===== src/rtl/cpu_pkg.sv =====
// Shared definitions for the 16-bit RISC core: widths, reset PC, fetch-state
// encoding and opcode constants used by fetch, decode and the benches.
package cpu_pkg;

  localparam int unsigned PC_W     = 8;
  localparam int unsigned INSTR_W  = 16;
  localparam int unsigned RESET_PC = 0;

  typedef enum logic [1:0] {
    RUN    = 2'd0,
    DRAIN  = 2'd1,
    HALTED = 2'd2
  } fetch_state_e;

  localparam logic [3:0] ADD  = 4'b0000;
  localparam logic [3:0] SW   = 4'b0110;
  localparam logic [3:0] BEQ  = 4'b0111;
  localparam logic [3:0] ADDI = 4'b1001;
  localparam logic [3:0] J    = 4'b1111;

endpackage


===== src/rtl/fetch_ctrl.sv =====
// Instruction-fetch sequencer: owns the PC, drives the external combinational
// ROM, registers each word into the IF/ID stage and handles redirect/halt.
module fetch_ctrl #(
  parameter int unsigned PC_W     = cpu_pkg::PC_W,
  parameter int unsigned INSTR_W  = cpu_pkg::INSTR_W,
  parameter int unsigned RESET_PC = cpu_pkg::RESET_PC,
  parameter int unsigned CNT_W    = 16
) (
  input  logic               clk,
  input  logic               rst,
  output logic [PC_W-1:0]    imem_addr,
  input  logic [INSTR_W-1:0] imem_data,
  output logic [INSTR_W-1:0] if_instr,
  output logic [PC_W-1:0]    if_pc,
  output logic               if_valid,
  input  logic               id_ready,
  input  logic               redirect_valid,
  input  logic [PC_W-1:0]    redirect_pc,
  input  logic               halt_req,
  output logic               halted,
  output logic [CNT_W-1:0]   fetch_count
);

  import cpu_pkg::*;

  fetch_state_e       state_q, state_d;
  logic [PC_W-1:0]    pc_q, pc_d;
  logic [INSTR_W-1:0] instr_q, instr_d;
  logic [PC_W-1:0]    ipc_q, ipc_d;
  logic               valid_q, valid_d;
  logic [CNT_W-1:0]   cnt_q, cnt_d;
  logic               accept;

  assign accept = valid_q & id_ready;

  always_comb begin
    state_d = state_q;
    pc_d    = pc_q;
    instr_d = instr_q;
    ipc_d   = ipc_q;
    valid_d = valid_q;
    cnt_d   = accept ? cnt_q + CNT_W'(1) : cnt_q;

    unique case (state_q)
      RUN: begin
        // Redirect beats halt; a squashed word taken this cycle is still counted above.
        if (redirect_valid) begin
          pc_d    = redirect_pc;
          valid_d = 1'b0;
        end else if (halt_req) begin
          if (valid_q && !accept) begin
            state_d = DRAIN;
          end else begin
            state_d = HALTED;
            valid_d = 1'b0;
          end
        end else if (!valid_q || id_ready) begin
          instr_d = imem_data;
          ipc_d   = pc_q;
          valid_d = 1'b1;
          pc_d    = pc_q + PC_W'(1);
        end
      end
      DRAIN: begin
        if (accept) begin
          state_d = HALTED;
          valid_d = 1'b0;
        end
      end
      HALTED: begin
      end
      default: begin
        state_d = HALTED;
        valid_d = 1'b0;
      end
    endcase
  end

  always_ff @(posedge clk) begin
    if (rst) begin
      state_q <= RUN;
      pc_q    <= PC_W'(RESET_PC);
      instr_q <= '0;
      ipc_q   <= '0;
      valid_q <= 1'b0;
      cnt_q   <= '0;
    end else begin
      state_q <= state_d;
      pc_q    <= pc_d;
      instr_q <= instr_d;
      ipc_q   <= ipc_d;
      valid_q <= valid_d;
      cnt_q   <= cnt_d;
    end
  end

  assign imem_addr   = pc_q;
  assign if_instr    = instr_q;
  assign if_pc       = ipc_q;
  assign if_valid    = valid_q;
  assign halted      = (state_q == HALTED);
  assign fetch_count = cnt_q;

endmodule


===== config.mk =====
export PLATFORM = sky130hd
export DESIGN_NAME = fetch_ctrl
export DESIGN_NICKNAME = d
export VERILOG_FILES = /design/src/rtl/cpu_pkg.sv /design/src/rtl/fetch_ctrl.sv
export SDC_FILE = /design/constraint.sdc
export NUM_CORES = 1
export LEC_CHECK = 0
export CORE_MARGIN = 2
export CORE_UTILIZATION = 55
export CTS_BUF_LIST = sky130_fd_sc_hd__clkbuf_16
export DETAILED_ROUTE_END_ITERATION = 7
export DONT_BUFFER_PORTS = 1
export GPL_TIMING_DRIVEN = 0
export MAX_ROUTING_LAYER = met4
export PLACE_DENSITY = 0.69
export SETUP_SLACK_MARGIN = 0.2
export SLEW_MARGIN = 30
export SYNTH_ARGS = -nofsm -noshare
export SYNTH_HDL_FRONTEND = slang
export SYNTH_SLANG_ARGS = --single-unit

===== constraint.sdc =====
create_clock -name clk -period 1.4 [get_ports clk]
set_input_delay 0 -clock clk [delete_from_list [all_inputs] [get_ports clk]]
set_output_delay 0 -clock clk [all_outputs]
set_load 0.01 [all_outputs]

==> results of run 1 <==
## how the worst max path moves through the flow
| stage | from | endpoint | slack [ns] | cells after the start |
|---|---|---|---|---|
| 6_report | if_valid | imem_addr[5] | -0.12 | 7 |
| 5_1_grt | fetch_count[2] | fetch_count[14] | -0.16 | 5 |
| 4_1_cts | if_valid | fetch_count[15] | -0.11 | 5 |
| 3_5_place_dp | fetch_count[6] | fetch_count[15] | -0.30 | 4 |
| 3_3_place_gp | fetch_count[6] | fetch_count[15] | -0.26 | 4 |
| 2_1_floorplan | fetch_count[6] | fetch_count[13] | -0.13 | 4 |
## synthesized netlist by cell type (5+ instances only)
library cell  number  area [um^2]
a21oi_1           34          170
and3_1             5         31.3
clkbuf_1           9         33.8
dfxtp_1           51         1020
inv_1              6         22.5
nand2_1           60          225
nand3_1           12         60.1
nor2_1            23         86.3
nor3_1             6         30.0
xnor2_1            7         61.3
## area by class of cell
class                           count  area (um^2)  area share
Multi-Input combinational cell    201         1310       0.416
Sequential cell                    51         1080       0.342
Timing Repair Buffer               44          428       0.136
Clock buffer                        6          150      0.0478
Buffer                             15         85.1      0.0271
Tap cell                           50         62.6      0.0199
Inverter                            6         22.5     0.00717
Clock inverter                      2         11.3     0.00358
## power breakdown
group          internal [mW]  switching [mW]
registers               1.49          0.0911
logic                  0.173           0.185
clock network          0.765           0.526
## sequential cells by signal, summed over array words and instances, names as in the netlist
signal	count
state_q	2
imem_addr	8
if_instr	16
if_valid	1
fetch_count	16
if_pc	8
## what timing repair did
item	CTS	global route
pin swaps	22	12
hold buffers	27	0
buffers inserted	14	3
hold endpoints to repair	27	0
gates resized for setup	28	21
setup endpoints to repair	40	48
cloned	0	0
## layer usage
layer | vias up | wire length (um)
met3 | 8 | 528
met4 | 0 | 77
li1 | 1058 | -
met5 | - | 0
met2 | 91 | 3280
met1 | 1039 | 2580
## cells by family after synthesis
| family | after synthesis |
|---|---|
| simple gates | 121 |
| compound gates | 65 |
| flops | 51 |
| buf+inv | 21 |
| xor+xnor | 10 |
| mux | 3 |
| fa+ha+maj | 2 |
## worst min-delay path, delay by kind of cell
kind | cells | cell delay, ns
compound gates | 2 | 0.21
simple gates | 2 | 0.07
==> flow_summary.json, run 1 <==
{
  "setup_tns_ns": -0.705,
  "synth_top_family_by_area": "simple AND/OR/NAND/NOR gates",
  "crit_path_frequent_cell": "buf_6",
  "outcome": "finished, violations left",
  "clkTransAtPathRegs_ns": 0.07,
  "tightest_slew_ns": 0.558,
  "synthAdderAreaFrac": 0.0113,
  "violations": "negative setup slack",
  "drt-pass1-iter-count": 4,
  "synthArstFlopShare": 0,
  "die_h_um": 67.6,
  "p_total_mw": 3.23,
  "syn2layout_area_growth_pct": 41.4,
  "netlist_area_um2": 2220,
  "antenna_cells": 0,
  "syn_avg_cell_area_um2": 8.14,
  "synth_compound_area_frac": 0.184,
  "overflow": 0,
  "postSynthCellCount": 273,
  "postLayoutCoreUtil": 0.797,
  "r2r_cells": 7,
  "period_minus_slack_ns": 1.52,
  "ir_drop_mv": 0.548,
  "yosys_warnings": 0,
  "die_w_um": 67.6,
  "cp_data_required_time_ns": 1.58,
  "cts_tree": "done",
  "worst_setup_path_start_kind": "register",
  "hold_violations": 0,
  "cp_num_buf_inv": 3,
  "clock_path_buffers": 2,
  "cts_root_buf": "clkbuf_16",
  "ys.flop_type": "dfxtp_1",
  "worst_path_largest_cell_delay_ns": 0.37,
  "r2r-end": "imem_addr[5]",
  "synth.area.mux_share": 0.0146,
  "synth-edff-count": 0,
  "port_buffers": 0,
  "synth-xor-area-share": 0.0394,
  "arrival_ns": 1.70,
  "core-area_um2": 3940,
  "grt_pass1_wl_um": 9420,
  "dp_hpwl_um": 3680,
  "ant_nets": 0,
  "drc": 0,
  "crit_path_end_kind": "register",
  "worstPathMaxFanout": 5,
  "fin_ws_ns": -0.118,
  "finalCritPeriodShare": 1.08,
  "rr_startpoint": "if_valid",
  "cts_sinks": 51,
  "hold_class": "in2reg",
  "insertion_delay_ns": 0.29,
  "grt_pass1_vias": 2037,
  "grtUsageTotal": 0.276,
  "dieArea_um2": 4560,
  "p_leak_nw": 1.22,
  "use_met1": 0.330,
  "whs_endpoint": "if_valid",
  "grt.met2_usage": 0.452,
  "yosys.area_share.simple": 0.254,
  "synth_seq_cells": 51,
  "fin_hold_ws_ns": 0.0325,
  "antenna_found_initial": 0,
  "grt_max_degree": 17,
  "maxSlewHeadroom": 0.628,
  "ios": 79,
  "min_path_cells": 4,
  "power.density_nw_per_um2": 1030,
  "fin_nets": 355,
  "cp_top_family": "compound AO/OA/AOI/OAI gates",
  "cts_buffers": 5,
  "crit_type": "reg2reg",
  "path_cells": "buf_6 -> buf_6 -> buf_6 -> nor2b_4 -> o21ai_4 -> nand3_1 -> a32o_1",
  "setup_violations": 11,
  "viasPerCell": 5.86,
  "hold_path.startpoint": "id_ready",
  "busiest_layer": "met2",
  "skew_ns": 0.00876,
  "fmax_mhz": 659,
  "yosysSeqAreaShare": 0.459,
  "fillers": 270,
  "dp_slack_ns": -0.301,
  "layout_common_cells": "nand2_1 (57), dfxtp_1 (33), a21oi_1 (31), dlygate4sd3_1 (27), nor2_1 (21)",
  "maxSlewViolCount": 0,
  "timing.max_cap.violations": 0,
  "drive_gt1_frac": 0.246,
  "num_vias": 2196,
  "placed_cell_area_um2": 2400,
  "gp_congestion": 0.810,
  "use_met3": 0.0617,
  "rsz0062_at_grt": "true",
  "synthesis.nets": 304,
  "rows": 23,
  "htreeDepth": 2,
  "r2r_setup_slack_ns": -0.12,
  "final_common_cell": "nand2_1",
  "design_area_um2": 3140,
  "synth_cell_types": 42,
  "wl_per_cell_um": 17.2,
  "worst_path_max_delay_cell": "dfxtp_4",
  "dr.first_iter.drc_count": 163,
  "routed_wl_um": 6460,
  "initial_core_util": 0.564,
  "dp_cells": 323,
  "layout.cells.non_filler": 375
}
Power figures use the tool's default switching activity.
==> run 2: changes to the inputs <==
--- a/config.mk
+++ b/config.mk
@@ -14,6 +14,7 @@
 export MAX_ROUTING_LAYER = met4
 export PLACE_DENSITY = 0.69
 export SETUP_SLACK_MARGIN = 0.2
+export SKIP_CTS_REPAIR_TIMING = 1
 export SLEW_MARGIN = 30
 export SYNTH_ARGS = -nofsm -noshare
 export SYNTH_HDL_FRONTEND = slang
==> run 2 against run 1 <==
Effect of this change:
- the run ends with negative hold slack, negative setup slack left
- critical endpoint is now fetch_count[13]
- final cell count shrank 2.9%
- first-iteration DRC count decreased by 35%
- clock skew fell by 0.0013 ns
- non-clock buffer count fell by 11
- largest cell class unchanged
- worst hold slack worse by 0.043 ns
- sequential power is essentially flat
- critical path type unchanged
- sequential share of layout area rose by 1.4 points
- via count is 4.6% lower
==> flow_summary.json, run 2 (synthesis gave the netlist of run 1 again) <==
{
  "maxSlewHeadroom": 0.611,
  "timing.max_cap.violations": 0,
  "grt_pass1_wl_um": 8000,
  "ant_nets": 0,
  "routed_wl_um": 5900,
  "arrival_ns": 1.70,
  "die_w_um": 67.6,
  "hold_violations": 2,
  "hold_path.startpoint": "halt_req",
  "drive_gt1_frac": 0.210,
  "maxSlewViolCount": 0,
  "rr_startpoint": "if_valid",
  "antenna_found_initial": 0,
  "r2r_setup_slack_ns": -0.13,
  "grt_max_degree": 17,
  "crit_start": "if_valid",
  "clkTransAtPathRegs_ns": 0.07,
  "drt-pass1-iter-count": 4,
  "cts_sinks": 51,
  "wl_per_cell_um": 16.2,
  "cts_tree": "done",
  "power.density_nw_per_um2": 1070,
  "htreeDepth": 2,
  "port_buffers": 0,
  "worst_setup_path_start_kind": "register",
  "finalCritPeriodShare": 1.09,
  "overflow": 0,
  "outcome": "finished, violations left",
  "worstPathMaxFanout": 6,
  "ios": 79,
  "period_minus_slack_ns": 1.53,
  "drc": 0,
  "crit_path_end_kind": "register",
  "dr.first_iter.drc_count": 106,
  "syn2layout_area_growth_pct": 35.7,
  "hold_class": "in2reg",
  "min_path_cells": 2,
  "core-area_um2": 3940,
  "tightest_slew_ns": 0.584,
  "rows": 23,
  "setup_tns_ns": -0.682,
  "cts_root_buf": "clkbuf_16",
  "dp_hpwl_um": 3680,
  "num_vias": 2094,
  "fmax_mhz": 654,
  "grtUsageTotal": 0.235,
  "p_leak_nw": 1.09,
  "grt_pass1_vias": 1732,
  "dieArea_um2": 4560,
  "cts_buffers": 5,
  "ir_drop_mv": 0.644,
  "setup_violations": 11,
  "cp_data_required_time_ns": 1.57,
  "die_h_um": 67.6,
  "clock_path_buffers": 2,
  "r2r_cells": 5,
  "violations": "negative hold slack, negative setup slack",
  "fin_nets": 344,
  "skew_ns": 0.00746,
  "initial_core_util": 0.564,
  "rsz0062_at_grt": "true",
  "final_common_cell": "nand2_1",
  "insertion_delay_ns": 0.29,
  "crit_type": "reg2reg",
  "viasPerCell": 5.75,
  "r2r-end": "fetch_count[13]",
  "fin_ws_ns": -0.128,
  "antenna_cells": 0,
  "layout_common_cells": "nand2_1 (59), dfxtp_1 (35), a21oi_1 (32), dlygate4sd3_1 (23), nor2_1 (22)",
  "whs_endpoint": "state_q[0]",
  "fin_hold_ws_ns": -0.0101,
  "gp_congestion": 0.810
}
[run 2: metrics by stage]
step / std cells / instance area [um^2] / util / worst slack [ns] / power (mW)
6_report: 364 / 3020 / 0.765 / -0.128 / 3.22
5_1_grt: 364 / 3020 / 0.765 / -0.208 / 3.33
4_1_cts: 331 / 2560 / 0.651 / -0.331 / 3.15
3_5_place_dp: 323 / 2400 / 0.610 / -0.301 / 1.87
3_3_place_gp: 323 / 2400 / 0.610 / -0.260 / 1.86
2_1_floorplan: 273 / 2340 / - / -0.134 / 1.80
[run 2: worst max-delay path by stage]
stage | end | slack [ns]
final | fetch_count[13] | -0.13
after global routing | fetch_count[13] | -0.21
after CTS | fetch_count[15] | -0.33
after detailed placement | fetch_count[15] | -0.30
after global placement | fetch_count[15] | -0.26
after floorplan | fetch_count[13] | -0.13
[run 2: critical path: stages, from the launching register on]
cell and delay (ns):
dfxtp_4 0.38, buf_8 0.11, nand4_4 0.12, nor4_4 0.35
nand3_1 0.14, mux2_1 0.32
[run 2: per-layer routing]
metal | part of all wire | vias up | track usage
met5 | 0 | - | -
met4 | 0.012 | 0 | 0.0791
met3 | 0.070 | 6 | 0.0633
met2 | 0.49 | 73 | 0.369
met1 | 0.43 | 982 | 0.292
li1 | - | 1033 | -
[run 2: cell type report]
| type | instances | area, um^2 |
|---|---|---|
| fill | 285 | 927 |
| clock buffer | 6 | 150 |
| inverter | 6 | 22.5 |
| clock inverter | 2 | 11.3 |
| multi-input combinational | 201 | 1280 |
| buffer | 15 | 90.1 |
| tap | 50 | 62.6 |
| sequential | 51 | 1070 |
| timing repair buffer | 33 | 329 |
[run 2: report_power, final]
group | internal [mW] | switching (mW)
sequential | 1.49 | 0.0926
combinational | 0.169 | 0.176
clock | 0.765 | 0.528
total | 2.42 | 0.797
==> run 3: changes to the inputs <==
--- a/config.mk
+++ b/config.mk
@@ -5,14 +5,17 @@
 export SDC_FILE = /design/constraint.sdc
 export NUM_CORES = 1
 export LEC_CHECK = 0
+export CELL_PAD_IN_SITES_DETAIL_PLACEMENT = 0
+export CELL_PAD_IN_SITES_GLOBAL_PLACEMENT = 1
 export CORE_MARGIN = 2
-export CORE_UTILIZATION = 55
+export CORE_UTILIZATION = 40
 export CTS_BUF_LIST = sky130_fd_sc_hd__clkbuf_16
 export DETAILED_ROUTE_END_ITERATION = 7
 export DONT_BUFFER_PORTS = 1
 export GPL_TIMING_DRIVEN = 0
 export MAX_ROUTING_LAYER = met4
-export PLACE_DENSITY = 0.69
+export PLACE_DENSITY = 0.7
+export REMOVE_ABC_BUFFERS = 1
 export SETUP_SLACK_MARGIN = 0.2
 export SKIP_CTS_REPAIR_TIMING = 1
 export SLEW_MARGIN = 30
==> run 3 against run 2 <==
Effect of this change:
- the flow still finishes with violations (negative hold slack, negative setup slack)
- flip-flop and latch count stayed put
- first-iteration DRC count is 31% lower
- final cell count is 3.3% lower
- global-route usage is 6.5 points lower
- worst hold slack worse by 0.22 ns
- largest power group unchanged
==> flow_summary.json, run 3 (synthesis gave the netlist of run 1 again) <==
{
  "hold_class": "in2reg",
  "hold_violations": 51,
  "ios": 79,
  "fin_ws_ns": -0.129,
  "antenna_found_initial": 0,
  "worstPathMaxFanout": 4,
  "routed_wl_um": 5600,
  "antenna_cells": 0,
  "worst_path_largest_cell_delay_ns": 0.39,
  "rsz0062_at_grt": "true",
  "setup_tns_ns": -0.632,
  "worst_setup_path_start_kind": "register",
  "path_cells": "ha_1 -> nand3_2 -> nor4_4 -> a21oi_1 -> a31o_2",
  "fin_nets": 310,
  "die_h_um": 78.5,
  "fmax_mhz": 654,
  "final_common_cell": "nand2_1",
  "cts_buffers": 5,
  "ir_drop_mv": 0.444,
  "cts_root_buf": "clkbuf_16",
  "cts_tree": "done",
  "syn2layout_area_growth_pct": 19.3,
  "wl_per_cell_um": 15.9,
  "maxSlewHeadroom": 0.732,
  "htreeDepth": 2,
  "dp_slack_ns": -0.710,
  "grt_pass1_vias": 1631,
  "cp_top_family": "simple AND/OR/NAND/NOR gates",
  "crit_path_end_kind": "register",
  "cp_num_buf_inv": 0,
  "num_vias": 1905,
  "dieArea_um2": 6170,
  "rows": 27,
  "clkTransAtPathRegs_ns": 0.07,
  "period_minus_slack_ns": 1.53,
  "drc": 0,
  "worst_path_max_delay_cell": "dfxtp_4",
  "fillers": 566,
  "setup_violations": 10,
  "cp_data_required_time_ns": 1.58,
  "violations": "negative hold slack, negative setup slack",
  "drt-pass1-iter-count": 4,
  "clock_path_buffers": 2,
  "outcome": "finished, violations left",
  "dr.first_iter.drc_count": 73,
  "arrival_ns": 1.71,
  "maxSlewViolCount": 0,
  "finalCritPeriodShare": 1.09,
  "layout_common_cells": "nand2_1 (60), dfxtp_1 (34), a21oi_1 (33), nor2_1 (21), dfxtp_2 (10)",
  "die_w_um": 78.5,
  "cts_sinks": 51,
  "grt_max_degree": 54,
  "crit_type": "reg2reg",
  "timing.max_cap.violations": 0,
  "ant_nets": 0,
  "p_leak_nw": 0.938,
  "gp_congestion": 0.725,
  "drive_gt1_frac": 0.200,
  "power.density_nw_per_um2": 1130,
  "grt_pass1_wl_um": 8170,
  "grtUsageTotal": 0.171,
  "viasPerCell": 5.41,
  "dp_hpwl_um": 3330,
  "port_buffers": 0,
  "overflow": 0,
  "core-area_um2": 5440,
  "tightest_slew_ns": 0.400,
  "initial_core_util": 0.409,
  "skew_ns": 0.00598,
  "insertion_delay_ns": 0.29,
  "fin_hold_ws_ns": -0.232
}
[run 3: worst paths after layout]
path,from,endpoint,slack (ns),cells after the start
worst max-delay path,fetch_count[0],fetch_count[12],-0.13,5
worst min-delay path,rst,imem_addr[0],-0.23,1
worst max register to register,fetch_count[0],fetch_count[12],-0.13,5
worst min register to register,if_instr[12],if_instr[12],0.49,2
[run 3: layout make-up]
| class | count | area, um^2 | share of cell area |
|---|---|---|---|
| Clock inverter | 3 | 20.0 | 0.00755 |
| Inverter | 6 | 22.5 | 0.00850 |
| Sequential cell | 51 | 1060 | 0.400 |
| Clock buffer | 5 | 125 | 0.0472 |
| Tap cell | 72 | 90.1 | 0.0340 |
| Timing Repair Buffer | 13 | 103 | 0.0387 |
| Multi-Input combinational cell | 202 | 1230 | 0.464 |
[run 3: metrics by stage]
step | cell area (um^2) | utilization | hold slack [ns] | total power [mW] | std cells
6_report | 2650 | 0.487 | -0.232 | 2.99 | 352
3_3_place_gp | 2250 | 0.414 | 0.0743 | 1.80 | 330
2_1_floorplan | 2160 | - | 0.0691 | 1.74 | 258
5_1_grt | 2650 | 0.487 | -0.236 | 3.12 | 352
3_5_place_dp | 2250 | 0.414 | 0.0769 | 1.80 | 330
4_1_cts | 2400 | 0.441 | -0.229 | 2.99 | 338
[run 3: power by group]
group	internal, mW	switching (mW)
Combinational	0.0875	0.120
Clock	0.659	0.532
Sequential	1.50	0.0923
[run 3: routing by layer]
layer | GRT usage | vias up | part of all wire
met5 | - | - | 0
met4 | 0.0526 | 0 | 0.011
met3 | 0.0621 | 5 | 0.066
met2 | 0.242 | 55 | 0.46
met1 | 0.227 | 878 | 0.47
li1 | - | 967 | -
